`config.mk`:
```
export PLATFORM = sky130hd
export DESIGN_NAME = ps2_host_tx
export DESIGN_NICKNAME = d
export VERILOG_FILES = /design/src/rtl/ps2_host_tx_pkg.sv /design/src/rtl/ps2_line_filter.sv /design/src/rtl/ps2_host_tx.sv
export SDC_FILE = /design/constraint.sdc
export NUM_CORES = 1
export LEC_CHECK = 0
export CAP_MARGIN = 25
export CORE_AREA = 10 10 110 112
export CTS_BUF_LIST = sky130_fd_sc_hd__clkbuf_8
export CTS_CLUSTER_DIAMETER = 50
export CTS_CLUSTER_SIZE = 30
export DETAILED_ROUTE_END_ITERATION = 8
export DIE_AREA = 0 0 120 122
export GPL_ROUTABILITY_DRIVEN = 0
export HOLD_SLACK_MARGIN = 0.03
export PLACE_DENSITY = 0.5
export SLEW_MARGIN = 5
export SYNTH_ARGS = -nofsm -noshare
export SYNTH_HDL_FRONTEND = slang
export SYNTH_HIERARCHICAL = 1
export SYNTH_SLANG_ARGS = --single-unit
export TNS_END_PERCENT = 5
```
`constraint.sdc`:
```
create_clock -name CLOCK_50 -period 4.56 [get_ports CLOCK_50]
set_clock_uncertainty 0.2 [all_clocks]
set_input_delay 0.684 -clock CLOCK_50 [delete_from_list [all_inputs] [get_ports CLOCK_50]]
set_output_delay 0.684 -clock CLOCK_50 [all_outputs]
set_load 0.005 [all_outputs]
```
`src/rtl/ps2_host_tx_pkg.sv`:
```
// Shared PS/2 host transmitter definitions: command bytes, timing defaults, FSM states.
// Included by the line filter and the transmitter top.
package ps2_host_tx_pkg;

  localparam logic [7:0] PS2_CMD_LEDS   = 8'hED;
  localparam logic [7:0] PS2_CMD_ECHO   = 8'hEE;
  localparam logic [7:0] PS2_CMD_ENABLE = 8'hF4;
  localparam logic [7:0] PS2_CMD_RESET  = 8'hFF;
  localparam logic [7:0] PS2_ACK        = 8'hFA;

  localparam int PS2_INHIBIT_CYC  = 5000;
  localparam int PS2_START_TO_CYC = 750000;
  localparam int PS2_FRAME_TO_CYC = 100000;
  localparam int PS2_FILT_CYC     = 8;
  localparam int TIMER_W          = 20;

  typedef enum logic [3:0] {
    ST_IDLE,
    ST_INHIBIT,
    ST_RTS,
    ST_WAIT_EDGE,
    ST_SHIFT,
    ST_ACK,
    ST_WAIT_IDLE,
    ST_FIN,
    ST_ERR
  } state_e;

  function automatic logic odd_parity(input logic [7:0] d);
    return ~^d;
  endfunction

endpackage

```
`src/rtl/ps2_line_filter.sv`:
```
// PS/2 pin conditioning: 2-FF sync on CLK and DAT, CLK level flips after FILT_CYC equal samples.
// Latency 2+FILT_CYC cycles from pin to level/fall pulse; no backpressure.
module ps2_line_filter
  import ps2_host_tx_pkg::*;
#(
  parameter int FILT_CYC = PS2_FILT_CYC
) (
  input  logic CLOCK_50,
  input  logic reset,
  input  logic clk_pin_i,
  input  logic dat_pin_i,
  output logic clk_lvl_o,
  output logic clk_fall_o,
  output logic dat_sync_o
);

  localparam int CW = $clog2(FILT_CYC + 1);

  logic [1:0]    clk_sync_q, dat_sync_q;
  logic          lvl_q, lvl_d;
  logic          fall_q, fall_d;
  logic [CW-1:0] cnt_q, cnt_d;

  always_comb begin
    lvl_d  = lvl_q;
    fall_d = 1'b0;
    cnt_d  = '0;
    if (clk_sync_q[1] != lvl_q) begin
      if (cnt_q == CW'(FILT_CYC - 1)) begin
        lvl_d  = clk_sync_q[1];
        fall_d = ~clk_sync_q[1];
      end else begin
        cnt_d = cnt_q + 1'b1;
      end
    end
  end

  // Idle bus floats high, so everything resets to the released level.
  always_ff @(posedge CLOCK_50 or posedge reset) begin
    if (reset) begin
      clk_sync_q <= 2'b11;
      dat_sync_q <= 2'b11;
      lvl_q      <= 1'b1;
      fall_q     <= 1'b0;
      cnt_q      <= '0;
    end else begin
      clk_sync_q <= {clk_sync_q[0], clk_pin_i};
      dat_sync_q <= {dat_sync_q[0], dat_pin_i};
      lvl_q      <= lvl_d;
      fall_q     <= fall_d;
      cnt_q      <= cnt_d;
    end
  end

  assign clk_lvl_o  = lvl_q;
  assign clk_fall_o = fall_q;
  assign dat_sync_o = dat_sync_q[1];

endmodule

```
`src/rtl/ps2_host_tx.sv`:
```
// Host-to-device PS/2 command transmitter; oe outputs react 1 cycle after a filtered CLK fall.
// Accepts one byte when idle (tx_valid & tx_ready); requests while busy are dropped, not queued.
module ps2_host_tx
  import ps2_host_tx_pkg::*;
#(
  parameter int INHIBIT_CYC  = PS2_INHIBIT_CYC,
  parameter int START_TO_CYC = PS2_START_TO_CYC,
  parameter int FRAME_TO_CYC = PS2_FRAME_TO_CYC,
  parameter int FILT_CYC     = PS2_FILT_CYC
) (
  input  logic       CLOCK_50,
  input  logic       reset,
  input  logic [7:0] tx_data,
  input  logic       tx_valid,
  output logic       tx_ready,
  output logic       busy,
  input  logic       ps2_clk_in,
  input  logic       ps2_dat_in,
  output logic       ps2_clk_oe,
  output logic       ps2_dat_oe,
  output logic       done,
  output logic       ack_err,
  output logic       timeout
);

  localparam logic [TIMER_W-1:0] INH_LAST   = TIMER_W'(INHIBIT_CYC - 1);
  localparam logic [TIMER_W-1:0] START_LAST = TIMER_W'(START_TO_CYC - 1);
  localparam logic [TIMER_W-1:0] FRAME_LAST = TIMER_W'(FRAME_TO_CYC - 1);

  state_e               state_q, state_d;
  logic [TIMER_W-1:0]   timer_q, timer_d;
  logic [7:0]           sh_q, sh_d;
  logic                 par_q, par_d;
  logic [3:0]           bitcnt_q, bitcnt_d;
  logic                 clk_oe_q, clk_oe_d;
  logic                 dat_oe_q, dat_oe_d;
  logic                 ack_err_q, ack_err_d;
  logic                 timeout_q, timeout_d;
  logic                 to_err;

  logic clk_lvl, clk_fall, dat_sync;

  ps2_line_filter #(.FILT_CYC(FILT_CYC)) u_filt (
    .CLOCK_50   (CLOCK_50),
    .reset      (reset),
    .clk_pin_i  (ps2_clk_in),
    .dat_pin_i  (ps2_dat_in),
    .clk_lvl_o  (clk_lvl),
    .clk_fall_o (clk_fall),
    .dat_sync_o (dat_sync)
  );

  always_comb begin
    state_d   = state_q;
    timer_d   = timer_q + 1'b1;
    sh_d      = sh_q;
    par_d     = par_q;
    bitcnt_d  = bitcnt_q;
    clk_oe_d  = clk_oe_q;
    dat_oe_d  = dat_oe_q;
    ack_err_d = ack_err_q;
    timeout_d = timeout_q;
    to_err    = 1'b0;
    case (state_q)
      ST_IDLE: begin
        timer_d  = '0;
        clk_oe_d = 1'b0;
        dat_oe_d = 1'b0;
        if (tx_valid) begin
          sh_d      = tx_data;
          par_d     = odd_parity(tx_data);
          ack_err_d = 1'b0;
          timeout_d = 1'b0;
          clk_oe_d  = 1'b1;
          state_d   = ST_INHIBIT;
        end
      end
      ST_INHIBIT: begin
        if (timer_q == INH_LAST) begin
          dat_oe_d = 1'b1;
          timer_d  = '0;
          state_d  = ST_RTS;
        end
      end
      ST_RTS: begin
        clk_oe_d = 1'b0;
        timer_d  = '0;
        state_d  = ST_WAIT_EDGE;
      end
      // Expiry wins over a coincident fall.
      ST_WAIT_EDGE: begin
        if (timer_q == START_LAST) begin
          to_err = 1'b1;
        end else if (clk_fall) begin
          bitcnt_d = 4'd1;
          dat_oe_d = ~sh_q[0];
          timer_d  = '0;
          state_d  = ST_SHIFT;
        end
      end
      ST_SHIFT: begin
        if (timer_q == FRAME_LAST) begin
          to_err = 1'b1;
        end else if (clk_fall) begin
          bitcnt_d = bitcnt_q + 4'd1;
          case (bitcnt_q)
            4'd8:    dat_oe_d = ~par_q;
            4'd9:    dat_oe_d = 1'b0;
            4'd10:   state_d  = ST_ACK;
            default: dat_oe_d = ~sh_q[bitcnt_q[2:0]];
          endcase
        end
      end
      ST_ACK: begin
        if (timer_q == FRAME_LAST) begin
          to_err = 1'b1;
        end else begin
          ack_err_d = dat_sync;
          state_d   = ST_WAIT_IDLE;
        end
      end
      ST_WAIT_IDLE: begin
        if (timer_q == FRAME_LAST) begin
          to_err = 1'b1;
        end else if (clk_lvl && dat_sync) begin
          timer_d = '0;
          state_d = ST_FIN;
        end
      end
      ST_FIN, ST_ERR: begin
        timer_d = '0;
        state_d = ST_IDLE;
      end
      default: state_d = ST_IDLE;
    endcase
    if (to_err) begin
      state_d   = ST_ERR;
      timeout_d = 1'b1;
      clk_oe_d  = 1'b0;
      dat_oe_d  = 1'b0;
      timer_d   = '0;
    end
  end

  always_ff @(posedge CLOCK_50 or posedge reset) begin
    if (reset) begin
      state_q   <= ST_IDLE;
      timer_q   <= '0;
      sh_q      <= '0;
      par_q     <= 1'b0;
      bitcnt_q  <= '0;
      clk_oe_q  <= 1'b0;
      dat_oe_q  <= 1'b0;
      ack_err_q <= 1'b0;
      timeout_q <= 1'b0;
    end else begin
      state_q   <= state_d;
      timer_q   <= timer_d;
      sh_q      <= sh_d;
      par_q     <= par_d;
      bitcnt_q  <= bitcnt_d;
      clk_oe_q  <= clk_oe_d;
      dat_oe_q  <= dat_oe_d;
      ack_err_q <= ack_err_d;
      timeout_q <= timeout_d;
    end
  end

  assign tx_ready   = (state_q == ST_IDLE);
  assign busy       = ~tx_ready;
  assign ps2_clk_oe = clk_oe_q;
  assign ps2_dat_oe = dat_oe_q;
  assign done       = (state_q == ST_FIN) || (state_q == ST_ERR);
  assign ack_err    = ack_err_q;
  assign timeout    = timeout_q;

endmodule

```
==> results.yml <==
critical_path:
  cp_data_required_time_ns: 3.68
  slowest_stage: "sky130_fd_sc_hd__clkdlybuf4s50_1"
  cp_top_family: "buffers and inverters"
  reg2reg_slack_ns: 1.95
  cp_max_fo: 15
  crit_arrival_ns: 2.06
  worst_r2r_startpoint: "timer_q[0]"
  critPathLaunch: "state_q[0]"
  critical_path.n_buffers_inverters: 1
  timing_worst_setup_path_type: "reg2out"
  timing.critical_path.slowest_cell_delay_ns: 0.62
  startpoint_type: "register"
  critical_path_cell_by_cell: "nor4_1 > clkdlybuf4s50_1"
  crit_path_end_kind: "output port"
die:
  dieHeight_microns: 122
  core_area_sq_mm: 0.0100
  die_width_microns: 120
  die-area_sq_mm: 0.0146
  rows: 37
  floorplan.initialDensity: 0.287
  boundaryPins: 20
clock_network:
  clk-insertion-delay-late_ns: 0.31
  cts.repair.resized: 0
  cts_htree_levels: 2
  cts_num_sinks: 51
  maximum_number_of_buffers_from_clock_root_to_sink: 2
  clock_buffer_count_from_cts: 5
  postCtsSetupRepairBufs: 0
  holdBufCountCts: 0
  cts.reportedPaths.clkPinSlew_ns: 0.10
  cts-root-buf: "sky130_fd_sc_hd__clkbuf_8"
  tritoncts: "yes"
drt:
  num_vias: 2122
  drt_wl_total_microns: 6170
  wl_per_cell_microns: 14.2
  detail-route-antenna-nets: 0
  via_per_inst: 4.88
  drt_pre_antenna_iters: 4
  detail_route.drc_violations: 0
  detailedRoute.firstIterationViolations: 91
logic_synthesis:
  synthesis.nets: 302
  synth_ff_type: "sky130_fd_sc_hd__dfrtp_1"
  netlist_cell_types: 55
  post_synth.cell_area_avg_sq_um: 10.2
  synth_seq_area_share: 0.444
  synthCells: 283
  synth_edf_count: 0
  async_flop_share: 1.00
  yosysWarningCount: 6
  synth-seq-cells: 51
  synthesis.area_sq_mm: 0.00289
global_route:
  grt-ovfl-total: 0
  antenna_found_initial: 0
  grt_first_pass_wirelength_microns: 10800
  grt_start_max_net_pins: 21
  grt_pass1_vias: 2144
  grtUsageTotal: 0.0886
timing:
  finalSetupViolations: 0
  tightestPinTransition_ns: 0.758
  unrepaired_setup_endpoints_after_global_routing: "false"
  final.min_clock_period_ns: 2.94
  max_freq_mhz: 340
  hold_violations: 0
  final.setup.tns_ns: 0
  finalMaxSlewViolations: 0
  relSlewSlack: 0.494
  timing.final.crit_share: 0.645
status:
  run_status: "completed"
worst_hold_path:
  timing.hold.worst.start: "u_filt/clk_sync_q[0]"
  min_path_type: "reg2reg"
finish:
  num-fill-cells: 1052
  drive_above_1_share: 0.117
  insertedDiodeCount: 0
  finish.net_count: 317
  final-instance-count-excl-fill: 435
  area_growth_pct: 14.7
placement:
  port_buffers: 19
  dp_hpwl_microns: 4550
  place.detailed.instances: 427
pwr:
  irDropWorstVdd_uv: 143
  power_leakage_uw: 0.00136
  powerDensity_mw_per_mm2: 264
run:
  max_cap_viols: 0
-- layer usage --
layer | track usage | vias up | share of wire
met5 | 0 | - | 0
met2 | 0.139 | 27 | 0.46
met4 | 0.0279 | 0 | 0.012
li1 | - | 1057 | -
met1 | 0.115 | 1030 | 0.49
met3 | 0.0259 | 8 | 0.038
-- report_power, final --
part           switching, uW  internal, uW
sequential              14.4           472
clock                    153           160
combinational           33.1          41.6
-- per-stage QoR --
| step | instance area, sq um | hold slack (ns) | power (uW) | util | setup slack (ns) |
|---|---|---|---|---|---|
| finish | 3310 | 0.159 | 874 | 0.330 | 1.62 |
| global route | 3310 | 0.168 | 915 | 0.330 | 1.50 |
| CTS | 3310 | 0.162 | 888 | 0.330 | 1.58 |
| detailed placement | 3210 | 0.148 | 572 | 0.319 | 1.94 |
| global placement | 3180 | 0.146 | 568 | 0.316 | 1.98 |
| floorplan | 2890 | 0.145 | 544 | - | 2.27 |
-- placed cells by master, fill, tap and decap left out, types with 2 or more instances in the layout --
cell	count
sky130_fd_sc_hd__a31o_2	3
sky130_fd_sc_hd__and3_1	2
sky130_fd_sc_hd__a22oi_1	2
sky130_fd_sc_hd__nor3_1	21
sky130_fd_sc_hd__xnor2_1	20
sky130_fd_sc_hd__or3_1	2
sky130_fd_sc_hd__and4bb_2	3
sky130_fd_sc_hd__nand3b_1	2
sky130_fd_sc_hd__and4_1	3
sky130_fd_sc_hd__nor2_1	22
sky130_fd_sc_hd__inv_1	11
sky130_fd_sc_hd__mux4_2	2
sky130_fd_sc_hd__mux2_2	8
sky130_fd_sc_hd__nand4b_1	2
sky130_fd_sc_hd__a31oi_1	2
sky130_fd_sc_hd__dfstp_2	5
sky130_fd_sc_hd__dfrtp_1	46
sky130_fd_sc_hd__nand4_1	11
sky130_fd_sc_hd__nor3b_1	3
sky130_fd_sc_hd__o22a_1	2
sky130_fd_sc_hd__nor2b_1	7
sky130_fd_sc_hd__mux2i_1	3
sky130_fd_sc_hd__clkdlybuf4s50_1	19
sky130_fd_sc_hd__and3b_1	4
sky130_fd_sc_hd__o21ai_0	7
sky130_fd_sc_hd__xor2_1	5
sky130_fd_sc_hd__and4b_1	2
sky130_fd_sc_hd__clkbuf_8	5
sky130_fd_sc_hd__ha_1	6
sky130_fd_sc_hd__nor4_1	7
sky130_fd_sc_hd__nand2_1	23
sky130_fd_sc_hd__a21oi_1	4
sky130_fd_sc_hd__nand2b_1	3
sky130_fd_sc_hd__nand3_1	10
-- area by class of cell --
class | instances | area [sq um] | share of cell area
multi-input cells | 210 | 1490 | 0.451
flip-flops and latches | 51 | 1280 | 0.387
repair buffers | 21 | 225 | 0.0680
well taps | 136 | 170 | 0.0514
clock buffers | 5 | 68.8 | 0.0208
clock inverters | 3 | 37.5 | 0.0113
inverters | 9 | 33.8 | 0.0102
-- sequential cells by signal (all words and copies together) (netlist names) --
name and flops:
u_filt/clk_fall_o 1, state_q 4, u_filt/dat_sync_q 2, u_filt/cnt_q 4, par_q 1, sh_q 8, u_filt/clk_lvl_o 1, ack_err 1
timeout 1, ps2_dat_oe 1, ps2_clk_oe 1, timer_q 20, bitcnt_q 4, u_filt/clk_sync_q 2
-- synthesized netlist by cell type, types with 5 or more instances --
library cell / instances / area share
sky130_fd_sc_hd__o21ai_0: 7 / 0.012
sky130_fd_sc_hd__dfrtp_1: 46 / 0.40
sky130_fd_sc_hd__nor2_1: 22 / 0.029
sky130_fd_sc_hd__xor2_1: 5 / 0.015
sky130_fd_sc_hd__xnor2_1: 20 / 0.061
sky130_fd_sc_hd__ha_1: 6 / 0.026
sky130_fd_sc_hd__nor2b_1: 7 / 0.015
sky130_fd_sc_hd__buf_2: 8 / 0.014
sky130_fd_sc_hd__nand3_1: 10 / 0.017
sky130_fd_sc_hd__inv_1: 9 / 0.012
sky130_fd_sc_hd__nand4_1: 11 / 0.024
sky130_fd_sc_hd__mux2_2: 8 / 0.031
sky130_fd_sc_hd__nor3_1: 21 / 0.036
sky130_fd_sc_hd__nand2_1: 23 / 0.030
sky130_fd_sc_hd__dfstp_2: 5 / 0.045
sky130_fd_sc_hd__nor4_1: 7 / 0.015
-- cells by family after synthesis --
group           Yosys count  share of synthesized area
compound gates           31                     0.0754
xor+xnor                 25                     0.0758
fa+ha+maj                 6                     0.0260
buf+inv                  22                     0.0386
flops                    51                      0.444
mux                      14                     0.0624
simple gates            134                      0.278
-- worst paths after layout --
kind / cells after the start / endpoint
setup / recovery: 2 / tx_ready
hold / removal: 0 / u_filt/clk_sync_q[1]
setup reg to reg: 6 / timer_q[10]
hold reg to reg: 0 / u_filt/clk_sync_q[1]
max in group asynchronous: 3 / timer_q[1]
min in group asynchronous: 2 / u_filt/cnt_q[1]
No activity file was read; power rests on OpenSTA's default activity.
